===== config.mk =====
export PLATFORM = sky130hd
export DESIGN_NAME = hazard_ctrl
export DESIGN_NICKNAME = d
export VERILOG_FILES = /design/src/rtl/hazard_ctrl_pkg.sv /design/src/rtl/hazard_ctrl_sat_counter.sv /design/src/rtl/hazard_ctrl.sv
export SDC_FILE = /design/constraint.sdc
export NUM_CORES = 1
export LEC_CHECK = 0
export ABC_AREA = 0
export BUFFER_PORTS_ARGS = -buffer_cell sky130_fd_sc_hd__buf_2
export CORE_UTILIZATION = 55
export CTS_BUF_LIST = sky130_fd_sc_hd__clkbuf_2
export DETAILED_ROUTE_END_ITERATION = 12
export GPL_ROUTABILITY_DRIVEN = 1
export GPL_TIMING_DRIVEN = 0
export PLACE_DENSITY = 0.88
export SLEW_MARGIN = 20
export SYNTH_ARGS = -nofsm -noshare
export SYNTH_HDL_FRONTEND = slang
export SYNTH_SLANG_ARGS = --single-unit

===== constraint.sdc =====
create_clock -name clk -period 4 [get_ports clk]
set_input_delay 0.6 -clock clk [delete_from_list [all_inputs] [get_ports clk]]
set_output_delay 0.6 -clock clk [all_outputs]
set_load 0.005 [all_outputs]

===== src/rtl/hazard_ctrl_pkg.sv =====
// Shared types and widths for the pipeline hazard controller.
// State encodings and register-index width live here so decode and control agree.
package hazard_ctrl_pkg;

  localparam int RFIDX_WIDTH = 5;
  localparam int XLEN        = 32;

  typedef enum logic {
    HZ_RUN      = 1'b0,
    HZ_MDU_WAIT = 1'b1
  } hz_state_e;

endpackage


===== src/rtl/hazard_ctrl_sat_counter.sv =====
// Saturating up-counter with enable and asynchronous active-low clear.
// It holds at all-ones instead of wrapping, so long stalls never read as short ones.
module sat_counter #(
  parameter int WIDTH = 32
) (
  input  logic             clk,
  input  logic             clr_n,
  input  logic             en,
  output logic [WIDTH-1:0] cnt
);

  always_ff @(posedge clk or negedge clr_n) begin
    if (!clr_n) begin
      cnt <= '0;
    end else if (en && (cnt != {WIDTH{1'b1}})) begin
      cnt <= cnt + WIDTH'(1);
    end
  end

endmodule


===== src/rtl/hazard_ctrl.sv =====
// Pipeline sequencing controller: load-use stall, EX redirect flush, MDU wait with timeout.
// The MDU FSM, wait counter and timeout are built only when HAZARD_MDU_EN is defined.
module hazard_ctrl #(
  parameter int RFIDX_WIDTH = hazard_ctrl_pkg::RFIDX_WIDTH,
  parameter int MDU_TIMEOUT = 64,
  parameter int CNT_WIDTH   = 32
) (
  input  logic                   clk,
  input  logic                   rstn,
  input  logic                   IDEX_memread,
  input  logic [RFIDX_WIDTH-1:0] IDEX_rd,
  input  logic                   IDEX_mdu,
  input  logic [RFIDX_WIDTH-1:0] IFID_rs1,
  input  logic [RFIDX_WIDTH-1:0] IFID_rs2,
  input  logic                   IFID_use_rs1,
  input  logic                   IFID_use_rs2,
  input  logic                   ex_redirect,
  input  logic                   mdu_done,
  output logic                   pc_stall,
  output logic                   ifid_stall,
  output logic                   idex_stall,
  output logic                   ifid_flush,
  output logic                   idex_flush,
  output logic                   exmem_bubble,
  output logic                   mdu_start,
  output logic                   mdu_timeout,
  output logic [CNT_WIDTH-1:0]   stall_cycles,
  output logic                   state_dbg
);

  import hazard_ctrl_pkg::*;

  hz_state_e state;
  logic      timeout_hit;
  logic      mdu_req;
  logic      load_use;

`ifdef HAZARD_MDU_EN
  localparam int WAIT_W = $clog2(MDU_TIMEOUT + 1);

  logic [WAIT_W-1:0] wait_cnt;

  assign mdu_req     = IDEX_mdu;
  assign timeout_hit = (state == HZ_MDU_WAIT) && !mdu_done &&
                       (wait_cnt == WAIT_W'(MDU_TIMEOUT));

  // Redirect outranks an MDU launch: the MDU op in EX is on the squashed path.
  always_ff @(posedge clk or negedge rstn) begin
    if (!rstn) begin
      state       <= HZ_RUN;
      wait_cnt    <= '0;
      mdu_timeout <= 1'b0;
    end else begin
      case (state)
        HZ_RUN: begin
          if (!ex_redirect && IDEX_mdu) begin
            state    <= HZ_MDU_WAIT;
            wait_cnt <= WAIT_W'(1);
          end
        end
        HZ_MDU_WAIT: begin
          if (mdu_done) begin
            state <= HZ_RUN;
          end else if (timeout_hit) begin
            state       <= HZ_RUN;
            mdu_timeout <= 1'b1;
          end else begin
            wait_cnt <= wait_cnt + WAIT_W'(1);
          end
        end
        default: state <= HZ_RUN;
      endcase
    end
  end
`else
  logic unused_mdu;

  assign state       = HZ_RUN;
  assign mdu_req     = 1'b0;
  assign timeout_hit = 1'b0;
  assign mdu_timeout = 1'b0;
  assign unused_mdu  = ^{IDEX_mdu, mdu_done};
`endif

  assign state_dbg = (state == HZ_MDU_WAIT);

  // A zero destination never creates a real dependency.
  assign load_use = IDEX_memread && (IDEX_rd != '0) &&
                    (((IDEX_rd == IFID_rs1) && IFID_use_rs1) ||
                     ((IDEX_rd == IFID_rs2) && IFID_use_rs2));

  always_comb begin
    pc_stall     = 1'b0;
    ifid_stall   = 1'b0;
    idex_stall   = 1'b0;
    ifid_flush   = 1'b0;
    idex_flush   = 1'b0;
    exmem_bubble = 1'b0;
    mdu_start    = 1'b0;
    if (rstn) begin
      if (state == HZ_RUN) begin
        if (ex_redirect) begin
          ifid_flush = 1'b1;
          idex_flush = 1'b1;
        end else if (mdu_req) begin
          mdu_start    = 1'b1;
          pc_stall     = 1'b1;
          ifid_stall   = 1'b1;
          idex_stall   = 1'b1;
          exmem_bubble = 1'b1;
        end else if (load_use) begin
          pc_stall   = 1'b1;
          ifid_stall = 1'b1;
          idex_flush = 1'b1;
        end
      end else if (!mdu_done && !timeout_hit) begin
        pc_stall     = 1'b1;
        ifid_stall   = 1'b1;
        idex_stall   = 1'b1;
        exmem_bubble = 1'b1;
      end
    end
  end

  sat_counter #(
    .WIDTH (CNT_WIDTH)
  ) u_stall_cnt (
    .clk   (clk),
    .clr_n (rstn),
    .en    (pc_stall),
    .cnt   (stall_cycles)
  );

endmodule


# ---- Yosys cells after proc, flatten, opt, wreduce, memory -nomap -nowiden
# Index checks and enable logic that the tools add are counted.
dict set report classes {
  eq_ne 3
  reduce_logical 7
  mux 7
  n_addsub 1
}
# operator n
set op_table {}
lappend op_table {{$add A32 B1 Y32 const B} 1}
lappend op_table {{$ne A32 B32 Y1 const B} 1}
lappend op_table {{$eq A5 B5 Y1} 2}
lappend op_table {{$mux W1} 7}
lappend op_table {{$logic_and A1 B1 Y1} 5}
lappend op_table {{$reduce_bool A5 Y1} 1}
lappend op_table {{$logic_or A1 B1 Y1} 1}
dict set report totals {
  in_bits 23
  regBits 32
  word_cells 19
}

# ---- Logic depth before layout (Yosys ltp)
# Gate-level depths: netlist of run 1.
dict set report logic_depth {
  word_depth 8
  ltp_mapped 8
  mapped_depth_nobuf 7
}

# ---- Modules after synthesis
# Synthesis of run 1 repeated with hierarchy kept, for this count alone.
dict set report unflattened {
  hier_cells 177
  hier_area_um2 1826.8
}
# mod cells_each n_inst area_each_um2 seq_area_each_um2
set modules_own_cells {}
lappend modules_own_cells {sat_counter 151 1 1624.1 800.8}
lappend modules_own_cells {hazard_ctrl 26 1 202.7 0.0}

# ---- Worst setup path after synthesis of run 1
# No wires, ideal clock.
dict set report synth_timing {
  path_kind {input -> output}
  from {input port IDEX_rd[1]}
  to {output port pc_stall}
  t_arrival_ns 1.715
  cell_stages 4
  path_slack_ns 1.685
  required_ns 3.400
  path_cell_list {or4_4 -> o2111ai_1 -> nor2_1 -> buf_4}
}
dict set report synth_via {
  elab_chain_cells 7
}
# element line_no
set synth_lines {}
lappend synth_lines {{start: declaration} hazard_ctrl.sv:11} ;# input logic [RFIDX_WIDTH-1:0] IDEX_rd,
lappend synth_lines {{$eq A5 B5 Y1, on equally long branches} {hazard_ctrl.sv:89, hazard_ctrl.sv:90}}
lappend synth_lines {{$logic_and A1 B1 Y1, on equally long branches} {hazard_ctrl.sv:89, hazard_ctrl.sv:90}}
lappend synth_lines {{$logic_or A1 B1 Y1} hazard_ctrl.sv:89} ;# (((IDEX_rd == IFID_rs1) && IFID_use_rs1) ||
lappend synth_lines {{$logic_and A1 B1 Y1 (*)} hazard_ctrl.sv:88} ;# assign load_use = IDEX_memread && (IDEX_rd != '0) &&
lappend synth_lines {{$mux W1 (*) (3 in series)} --}
lappend synth_lines {{end: declaration} hazard_ctrl.sv:19} ;# output logic pc_stall,
# Every way passes the cells marked *; elsewhere a longest branch is shown, timed or not.

# ---- Worst setup path after layout of run 1
dict set report layout_timing {
  from {input port rstn}
  to {output port pc_stall}
}
dict set report layout_via {
  elab_chain_cells 1
}
# element line_no
set layout_lines {}
lappend layout_lines {{start: declaration} hazard_ctrl.sv:9} ;# input logic rstn,
lappend layout_lines {{$mux W1} hazard_ctrl.sv:100} ;# if (rstn) begin
# No other way between the ends.

==> results of run 1 <==
==> where the power goes <==
| group | total (µW) | switching (µW) | internal, µW |
|---|---|---|---|
| clock | 148 | 107 | 41.6 |
| combinational | 45.4 | 23.1 | 22.3 |
| sequential | 332 | 5.09 | 327 |
| total | 526 | 135 | 391 |
==> cells in the mapped netlist <==
cell type  instances  area [µm²]
mux2_2             1        11.3
and3_2             4        30.0
a32oi_1            1        8.76
mux2_1             1        11.3
nor2_1             5        18.8
and4_4             1        11.3
and2_2             1        7.51
inv_1              2        7.51
xor2_1             9        78.8
clkbuf_1           1        3.75
nor4_1             2        12.5
nor3_1             1        5.00
nor3_2             1        10.0
or4_4              1        11.3
and2_1             3        18.8
o2111ai_1          1        8.76
xnor2_1           31         272
or3_1              1        6.26
and4_2             1        10.0
nand4_1           15        93.8
nor3_4             1        16.3
dfrtp_1           32         801
o21ai_0            2        10.0
o211ai_1           1        7.51
a311oi_2           1        15.0
nand2_1           14        52.6
and3_1             2        12.5
nand4_4            1        21.3
conb_1             1        3.75
ha_1               1        12.5
nand3_1           13        65.1
and4_1             2        17.5
or3_2              1        7.51
buf_4              8        60.1
==> final timing paths <==
check                              startpoint                   to  slack (ns)
min in group clk           u_stall_cnt.cnt[8]   u_stall_cnt.cnt[8]        0.50
max in group asynchronous                rstn   u_stall_cnt.cnt[3]        3.26
setup / recovery                         rstn             pc_stall        1.17
hold reg to reg            u_stall_cnt.cnt[8]   u_stall_cnt.cnt[8]        0.50
setup reg to reg           u_stall_cnt.cnt[0]   u_stall_cnt.cnt[6]        1.82
hold / removal                           rstn  u_stall_cnt.cnt[31]        0.25
==> worst reg2reg max path, cell delays in order (launching register included) <==
cell and delay, ns:
dfrtp_1 0.46, ha_1 0.23, and4_1 0.30, nand2_1 0.13
nor3_4 0.34, a311oi_2 0.20, buf_4 0.22, nand3_1 0.11
xnor2_1 0.14
==> logic make-up (layout without fill, tap and decap cells) <==
logic type / count (synthesis) / in the layout / synth area share, %
AND/OR/NAND/NOR: 70 / 70 / 24.6
XOR/XNOR: 40 / 40 / 20.1
flip-flops: 32 / 32 / 46.0
buffers and inverters: 11 / 74 / 4.10
AO/OA/AOI/OAI: 6 / 6 / 2.88
multiplexers: 2 / 2 / 1.29
adder cells (fa/ha/maj): 1 / 1 / 0.719
other: 1 / 5 / 0.216
==> metrics by stage <==
stage	area (µm²)	setup WS, ns	util [%]
2_1_floorplan	1750	1.68	-
3_3_place_gp	2090	1.14	69.0
3_5_place_dp	2090	1.13	69.0
4_1_cts	2120	1.13	70.2
5_1_grt	2120	0.991	70.2
6_report	2120	1.17	70.2
==> layout make-up <==
cell class,instances,area share (%)
Multi-Input combinational cell,124,41.5
Sequential cell,32,37.7
Timing Repair Buffer,56,13.2
Buffer,9,3.00
Tap cell,44,2.59
Clock buffer,6,1.41
Inverter,2,0.353
Clock inverter,1,0.236
==> metal layers <==
layer | share of wire [%] | track usage (%)
met5 | 0 | 0
met1 | 46 | 31.6
met4 | 1.6 | 8.16
met2 | 48 | 39.4
met3 | 4.3 | 6.70
==> results.md, run 1 <==
- Status: finished, final reports clean
- Leading registers by flop count: u_stall_cnt.cnt (32)
- Area occupied by multi-input gates: 882 µm²
- Port Buf Inserts: 56
- Overall die width: 58.2 µm
- Largest net degree at the start of global routing: 36
- 1st-pass router iterations: 4
- Initial antenna violation count: 0
- Cell family with the largest share of critical-path delay: buffers and inverters
- Ports: 64
- Synthesized instance count: 163
- Reg area: 801 µm²
- Layout cells sized above 1: 37.0%
- Max VDD drop: 0.000151 V
- Most common cell after layout, fill and taps aside: buf_2
- Detailed Place HPWL: 2730 µm
- WL/cell: 13.2 µm
- Die height: 58.2 µm
- Total Power: 526 µW
- Sequence of cells on the critical path: buf_2 > o2111ai_1 > nor2_1 > buf_4 > buf_2
- TritonCTS sink count: 32
- Via density: 5.32
- Worst Clk Skew: 0.0179 ns
- Number of instances in the placed design: 267
- Max transition margin: 51.5%
- Final WL: 3620 µm
- Die area: 3390 µm²
- Tot GR Track Use: 24.3%
- Fill cells: 264
- Iteration-0 DRC Markers: 59
- CTS-repair resized insts: 0
- Number of synthesized register bits: 32
- Worst-path clk slew: 0.16 ns
- Vias: 1457
- CP Data Arrival Time: 2.23 ns
- Setup violators final: 0
- Maxcap violations: 0
- Final Net Count: 254
- Initial Util: 57.4%
- Final Hold Fails: 0
- Hold_ws: 0.254 ns
- Lkg Pwr: 0.00108 µW
- Grt ovf: 0
- FP Rows: 20
- Worst min path class: input port to asynchronous set/reset pin
- H-tree levels: 2
- Setup TNS Final: 0 ns
- CP Depth: 5
- R2R cell count: 8
- Clk_lat worst skew: 0.37 ns
- Fin crit share: 70.9%
- Pwr dens: 247 nW/µm²
- Worst Path Required: 3.40 ns
- Buffer count from post-CTS setup fixing: 0
- Vias in the first global route: 1322
- Final min period: 2.83 ns
- Max reg flops: 32
- Ys Warns: 0
- TritonCTS clock tree: built
- CTS Root Cell: clkbuf_2
- CP max-delay cell: buf_2
- Startpoint types: input port
- Area Growth Syn to Fin: 22.2%
- Syn avg cell area: 10.7 µm²
- RSZ-0062 raised after global routing: no
- Final std cells w/o fill: 274
- CP Class: input port to output port
- Crit path largest cell delay: 0.56 ns
- GPL Wtd Cong: 0.806
- Maximum clock frequency: 353 MHz
- Worst-margin pin slew: 0.727 ns
- Antenna cells: 0
- CORE AREA: 3030 µm²
- Worst Path Max Fanout: 35
- Number of buffers created by CTS: 5
- Mapped Area: 1740 µm²
- CTS max path bufs: 2
- First-pass GRT wire length: 6030 µm
- Largest reg by FF count: u_stall_cnt.cnt
- Synth unique cells: 34
- Crit end category: output port
- Most frequent cells in the layout: buf_2 (56), dfrtp_1 (32), xnor2_1 (31), nand4_1 (15), nand2_1 (14)
- Antenna viol nets, final: 0
- Buffers and inverters on the worst path: 3
- CTS Hold Buffers Added: 0
- Seq/Total Area, Yosys: 46.0%
- CP dominant cell by count: buf_2
- Fin. max-slew vios: 0
- DRC viols: 0
(Power assumes the default switching activity.)
==> run 2: changes to the inputs <==
Settings changed: CORE_UTILIZATION 55 to 46, PLACE_DENSITY 0.88 to 0.78.
Clock period 4 ns to 2.3 ns, I/O delays scaled along.
==> run 2 against run 1 <==
  * Via count shrank 0.21%
  * Register-to-register slack lost 1.6 ns
  * Combinational power grew 94%
  * Non-clock buffer count grew 3
  * Critical path depth grew 2
  * Final cell count grew 2.2%
  * Clock power grew 76%
  * Worst setup slack lost 1.1 ns
  * Power grew 76%
  * Global-route usage shrank 4.3 points
  * Clock-buffer cell count grew 1
  * First-iteration DRC count shrank 34%
  * Critical path type unchanged
  * Critical endpoint unchanged
  * Largest power group unchanged
==> results.md, run 2 (synthesis results as in run 1) <==
- Most common cell after layout, fill and taps aside: buf_2
- Pre-CTS WS: -0.272 ns (-1.41 ns)
- Setup TNS Final: 0 ns (unchanged)
- Ports: 64 (unchanged)
- GPL Wtd Cong: 0.787 (-2.3%)
- Final worst setup slack: 0.0932 ns (-1.07 ns)
- Largest net degree at the start of global routing: 33 (-8.3%)
- Antenna viol nets, final: 0 (unchanged)
- Finished Cell Area: 2170 µm² (+2.3%)
- Fin. max-slew vios: 0 (unchanged)
- DRC viols: 0 (unchanged)
- Max transition margin: 65.4% (+14 points)
- CTS Root Cell: clkbuf_2
- Worst-path clk slew: 0.16 ns (about the same)
- Vias in the first global route: 1365 (+3.3%)
- Number of instances in the placed design: 269 (+0.75%)
- Met3 GRT Util: 7.43% (+0.73 points)
- Grt ovf: 0 (unchanged)
- Met1 usage: 23.8% (-7.8 points)
- Area Growth Syn to Fin: 25.0%
- Final Hold Fails: 0 (unchanged)
- Port Buf Inserts: 56 (unchanged)
- Clk_lat worst skew: 0.37 ns (about the same)
- Sequence of cells on the critical path: buf_2 > xor2_1 > nor4_1 > a32oi_1 > nor2_2 > buf_4 > buf_2
- Worst Clk Skew: 0.0178 ns (-0.0000697 ns)
- Maximum clock frequency: 453 MHz
- Worst min path class: input port to asynchronous set/reset pin
- Most Crowded Layer GR: met2
- Buffers and inverters on the worst path: 3 (unchanged)
- Worst Path Max Fanout: 7 (-80%)
- Initial Util: 50.1% (-7.3 points)
- Vias: 1454 (-0.21%)
- Cell Area, Placed: 2090 µm² (+0.12%)
- Worst Path Required: 1.96 ns (-1.44 ns)
- Max reg flops: 32 (unchanged)
- Layout cells sized above 1: 37.6% (+0.65 points)
- Via density: 5.19 (-2.3%)
- CTS max path bufs: 2 (unchanged)
- TritonCTS sink count: 32 (unchanged)
- 1st-pass router iterations: 4 (unchanged)
- Fin crit share: 95.9%
- Leading registers by flop count: u_stall_cnt.cnt (32)
- Iteration-0 DRC Markers: 39 (-34%)
- Detailed Place HPWL: 2650 µm (-2.8%)
- Final min period: 2.21 ns
- TritonCTS clock tree: built
- Pwr dens: 426 nW/µm² (+72%)
- Crit end category: output port
- Final WL: 3650 µm (+1.1%)
- Fill cells: 308 (+17%)
- FP Rows: 21 (+5.0%)
- Lkg Pwr: 0.00110 µW (+2.0%)
- CP dominant cell by count: buf_2
- Die height: 63.5 µm (+9.0%)
- Setup violators final: 0 (unchanged)
- CP Data Arrival Time: 1.86 ns (-0.37 ns)
- Max VDD drop: 0.000337 V (+120%)
- First-pass GRT wire length: 6210 µm (+3.0%)
- Largest reg by FF count: u_stall_cnt.cnt
- Status: finished, final reports clean
- Die area: 4030 µm² (+19%)
- Crit path largest cell delay: 0.35 ns (-0.21 ns)
- Initial antenna violation count: 0 (unchanged)
- Tot GR Track Use: 20.0% (-4.3 points)
- Cell family with the largest share of critical-path delay: simple AND/OR/NAND/NOR gates
- Worst-margin pin slew: 0.519 ns (-0.208 ns)
- Startpoint types: input port
- H-tree levels: 2 (unchanged)
- WL/cell: 13.1 µm (-1.1%)
- Number of buffers created by CTS: 5 (unchanged)
- Total Power: 925 µW (+76%)
- Antenna cells: 0 (unchanged)
- RSZ-0062 raised after global routing: no
- CP max-delay cell: nor4_1
- Maxcap violations: 0 (unchanged)
- Met2 GRT Util: 32.7% (-6.7 points)
- Most frequent cells in the layout: buf_2 (55), dfrtp_1 (32), xnor2_1 (31), nand4_1 (15), nand2_1 (14)
- Final Net Count: 257 (+1.2%)
- Final std cells w/o fill: 280 (+2.2%)
- Overall die width: 63.5 µm (+9.0%)
- CORE AREA: 3470 µm² (+15%)
- CP Class: input port to output port
==> run 2: cell types whose count changed in the layout (fill, tap and decap cells not counted) <==
cell           before  now
clkinv_2            1    0
nor2_1              5    4
buf_4               8   10
buf_12              0    1
clkinv_1            0    1
dlygate4sd3_1       0    1
nor2_2              0    1
clkbuf_2            6    7
buf_2              56   55
==> run 2: where the power goes <==
part	internal, µW	total (µW)	leakage, µW	switching [µW]
registers	568	577	0.000447	8.88
clock network	81.4	260	0.0000306	179
logic	44.8	88.2	0.000624	43.4
total	694	925	0.00110	231
==> run 2: layout make-up <==
type / instances / area [µm²] / share of cell area (%)
multi-input combinational: 124 / 885 / 40.7
sequential: 32 / 801 / 36.8
timing repair buffer: 59 / 320 / 14.7
buffer: 9 / 63.8 / 2.94
tap: 46 / 57.6 / 2.65
clock buffer: 7 / 35.0 / 1.61
inverter: 2 / 7.51 / 0.345
clock inverter: 1 / 3.75 / 0.173
==> run 2: worst register-to-register path, stage by stage (launching register included) <==
cell and delay [ns]:
dfrtp_1 0.46, ha_1 0.24, and4_1 0.27, nand2_1 0.16, nor3_4 0.06, a311oi_2 0.29
buf_4 0.24, nand4_1 0.12, xnor2_1 0.15
==> run 2: per-stage QoR <==
step | hold slack, ns | utilization, %
6_report | 0.475 | 62.7
5_1_grt | 0.461 | 62.7
4_1_cts | 0.464 | 62.4
3_5_place_dp | 0.451 | 60.3
3_3_place_gp | 0.447 | 60.3
2_1_floorplan | 0.0494 | -
==> run 2: what timing repair did <==
action / in CTS / in global routing
pin swaps: 0 / 1
resized for setup: 1 / 1
hold endpoints to repair: 32 / 0
endpoints found under the setup margin: 1 / 17
hold buffers: 2 / 0
buffers inserted: 0 / 1
==> run 2: routing by layer <==
layer	vias up	routed length (µm)
met2	42	1710
li1	702	-
met3	6	252
met5	-	0
met4	0	49
met1	704	1640
==> run 2: path summary, 6_finish.rpt <==
kind,cells past startpoint,endpoint,slack [ns],from
max in group asynchronous,3,u_stall_cnt.cnt[15],1.65,rstn
worst max register to register,8,u_stall_cnt.cnt[13],0.20,u_stall_cnt.cnt[1]
min in group clk,1,u_stall_cnt.cnt[15],0.50,u_stall_cnt.cnt[15]
worst min-delay path,3,u_stall_cnt.cnt[19],0.47,rstn
worst min register to register,1,u_stall_cnt.cnt[15],0.50,u_stall_cnt.cnt[15]
worst max-delay path,7,pc_stall,0.09,IDEX_rd[3]
==> run 3: changes to the inputs <==
Settings changed: ABC_AREA 0 to 1, CORE_UTILIZATION 46 to 49.
==> run 3 against run 2 <==
  * The flow now finishes with violations (design-rule violations, negative hold slack)
  * First-iteration DRC count grew 120%
  * Global-route usage grew 4.5 points
  * Fmax grew 13%
  * Synthesized area grew 38%
  * Worst setup slack gained 0.25 ns
  * Clock-buffer cell count shrank 2
  * Clock skew grew 0.0034 ns
  * Flip-flop and latch count is the same
  * Final cell count grew 86%
  * Sequential power is essentially flat
  * Power grew 2.2%
  * Clock power grew 3%
==> results.md, run 3 <==
- CTS Hold Buffers Added: 0 (-2)
- Worst min path class: input port to asynchronous set/reset pin
- FFs w/ async S/R, synth: 100% (unchanged)
- Final Hold Fails: 25 (+25)
- Routed length on met3: 230 µm (-8.7%)
- 1st-pass router iterations: 8 (+4)
- Final worst setup slack: 0.347 ns (+0.254 ns)
- DR top layer: met4
- Dominant synthesized flop cell: dfrtp_1
- Worst Path Required: 1.96 ns (about the same)
- Layout cells sized above 1: 18.3% (-19 points)
- Vias in the first global route: 2096 (+54%)
- Max transition margin: 51.0% (-14 points)
- CP max-delay cell: buf_2
- Via density: 4.67 (-10%)
- CP Data Arrival Time: 1.61 ns (-0.25 ns)
- Crit path largest cell delay: 0.57 ns (+0.22 ns)
- Startpoint types: input port
- Final WL: 5870 µm (+61%)
- Fill cells: 477 (+55%)
- Count leader, synth: nand2_1
- Post-synth EDFFs: 0 (unchanged)
- Setup TNS Final: 0 ns (unchanged)
- Syn avg cell area: 6.21 µm² (-42%)
- Detailed Place HPWL: 4560 µm (+72%)
- Mapped Area: 2400 µm² (+38%)
- TritonCTS sink count: 32 (unchanged)
- Max VDD drop: 0.000219 V (-35%)
- CORE AREA: 4720 µm² (+36%)
- Initial antenna violation count: 0 (unchanged)
- Leading registers by flop count: u_stall_cnt.cnt (32)
- Die area: 5180 µm² (+28%)
- RSZ-0062 raised after global routing: no
- CTS max path bufs: 2 (unchanged)
- Worst-margin pin slew: 0.735 ns (+0.216 ns)
- GPL Wtd Cong: 0.941 (+20%)
- Most common cell after layout, fill and taps aside: nand2_1
- Most frequent cells in the layout: nand2_1 (207), buf_2 (56), nor2_1 (51), dfrtp_1 (32), inv_1 (27)
- Violated checks: design-rule violations, negative hold slack
- First-pass GRT wire length: 9680 µm (+56%)
- Port Buf Inserts: 56 (unchanged)
- Fin crit share: 84.9% (-11 points)
- Buffers and inverters on the worst path: 5 (+2)
- Synthesized instance count: 386 (+140%)
- Antenna cells: 0 (unchanged)
- H-tree levels: 2 (unchanged)
- Largest cells by area after synthesis: dfrtp_1 (33%), nand2_1 (32%), nor2_1 (8.0%)
- Final Net Count: 477 (+86%)
- Antenna viol nets, final: 0 (unchanged)
- Tot GR Track Use: 24.5% (+4.5 points)
- Pwr dens: 336 nW/µm² (-21%)
- Clk_lat worst skew: 0.39 ns (+0.02 ns)
- Buffer count from post-CTS setup fixing: 0 (unchanged)
- DRC viols: 2 (+2)
- Metal-1 WL: 2910 µm (+77%)
- Maximum clock frequency: 512 MHz (+13%)
- Max reg flops: 32 (unchanged)
- WL/cell: 11.3 µm (-14%)
- Cell family with the largest share of critical-path delay: buffers and inverters
- Worst Clk Skew: 0.0212 ns (+0.00341 ns)
- Die height: 72.0 µm (+13%)
- CTS Root Cell: clkbuf_2
- Ys Warns: 0 (unchanged)
- Synth unique cells: 22 (-35%)
- Status: complete, but fails checks
- Ports: 64 (unchanged)
- Pre-CTS WS: 0.280 ns (+0.552 ns)
- Initial Util: 50.8% (+0.64 points)
- Most frequent cells after synthesis: nand2_1 (207), nor2_1 (51), dfrtp_1 (32)
- Setup violators final: 0 (unchanged)
- Largest net degree at the start of global routing: 36 (+9.1%)
- Area occupied by multi-input gates: 1410 µm² (+59%)
- Final core utilization: 59.6% (-3.0 points)
- Reg area: 801 µm² (unchanged)
- Number of synthesized register bits: 32 (unchanged)
- Met2 wire length: 2620 µm (+53%)
- Area Growth Syn to Fin: 17.4%
- Iteration-0 DRC Markers: 84 (+120%)
- Worst-path clk slew: 0.18 ns (+0.02 ns)
- Total Power: 945 µW (+2.2%)
- Maxcap violations: 0 (unchanged)
- Worst Path Max Fanout: 35 (+28)
- Largest area contributor in the netlist: dfrtp_1
- Hold_ws: -0.0109 ns (-0.486 ns)
- Number of buffers created by CTS: 5 (unchanged)
- Final min period: 1.95 ns (-0.254 ns)
- Vias: 2434 (+67%)
- Crit end category: output port
- TritonCTS clock tree: built
- FP Rows: 25 (+19%)
- Overall die width: 72.0 µm (+13%)
- CP Class: input port to output port
- Top-area cell type share of the netlist area: 33.4% (-13 points)
- Seq/Total Area, Yosys: 33.4% (-13 points)
- Largest reg by FF count: u_stall_cnt.cnt
- CTS-repair resized insts: 0 (-1)
- Grt ovf: 0 (unchanged)
- Fin. max-slew vios: 0 (unchanged)
- Sequence of cells on the critical path: buf_2 > inv_1 > nor2_1 > nand3_1 > inv_1 > buf_4 > buf_2
- Lkg Pwr: 0.00161 µW (+46%)
==> run 3: cell types whose count changed after synthesis, sizes merged, moves of 4 or more <==
cell / previous run / this run
nor2: 5 / 54
and2: 4 / 0
and3: 6 / 0
nand3: 13 / 7
xnor2: 31 / 5
nand3b: 0 / 9
and4: 4 / 0
buf: 8 / 12
nand4: 16 / 5
inv: 2 / 28
xor2: 9 / 16
nand2: 14 / 208
==> run 3: metrics by stage <==
step | hold WS [ns] | area (µm²) | instances
finish | -0.0109 | 2820 | 521
global route | 0.0123 | 2820 | 521
CTS | 0.000679 | 2820 | 521
detailed placement | 0.452 | 2780 | 513
global placement | 0.445 | 2780 | 513
floorplan | 0.0494 | 2410 | 390
==> run 3: report_power, final <==
part | switching [µW] | total [µW] | internal, µW
sequential | 10.4 | 580 | 569
clock | 201 | 269 | 68.0
combinational | 54.5 | 96.2 | 41.7
==> run 3: cells by family after synthesis <==
group	count (synthesis)	share of synthesized area, %
other cells	1	0.156
simple gates	290	49.5
buf+inv	40	8.61
flops	32	33.4
compound gates	1	0.208
xor+xnor	21	7.67
fa+ha+maj	1	0.522
==> run 3: layout make-up <==
type	count	share of cell area [%]
inverter	28	3.73
sequential	32	28.4
buffer	12	3.60
clock inverter	3	0.489
tap	67	2.98
clock buffer	5	0.888
timing repair buffer	56	9.95
multi-input combinational	318	49.9
==> run 3: path summary, 6_finish.rpt <==
check | slack, ns | startpoint | depth (start not counted) | to
setup / recovery | 0.35 | rstn | 7 | pc_stall
hold / removal | -0.01 | rstn | 1 | u_stall_cnt.cnt[10]
setup reg to reg | 0.38 | u_stall_cnt.cnt[0] | 10 | u_stall_cnt.cnt[7]
hold reg to reg | 0.57 | u_stall_cnt.cnt[8] | 2 | u_stall_cnt.cnt[8]
max in group asynchronous | 1.83 | rstn | 1 | u_stall_cnt.cnt[8]
min in group clk | 0.37 | ex_redirect | 5 | u_stall_cnt.cnt[9]
==> run 3: per-layer routing <==
| layer | vias up | global-route usage (%) |
|---|---|---|
| met1 | 1058 | 33.0 |
| met2 | 68 | 39.5 |
| li1 | 1298 | - |
| met3 | 10 | 4.58 |
| met5 | - | 0 |
| met4 | 0 | 8.93 |
==> run 3: worst register-to-register path, cell delays in order, from the launching register on <==
cell,delay (ns)
dfrtp_1,0.48
ha_1,0.29
nand3_2,0.16
inv_2,0.05
nand2_2,0.11
nor2_4,0.06
nor3b_2,0.15
nor2_2,0.25
buf_6,0.19
nand2_1,0.06
nand2_1,0.06
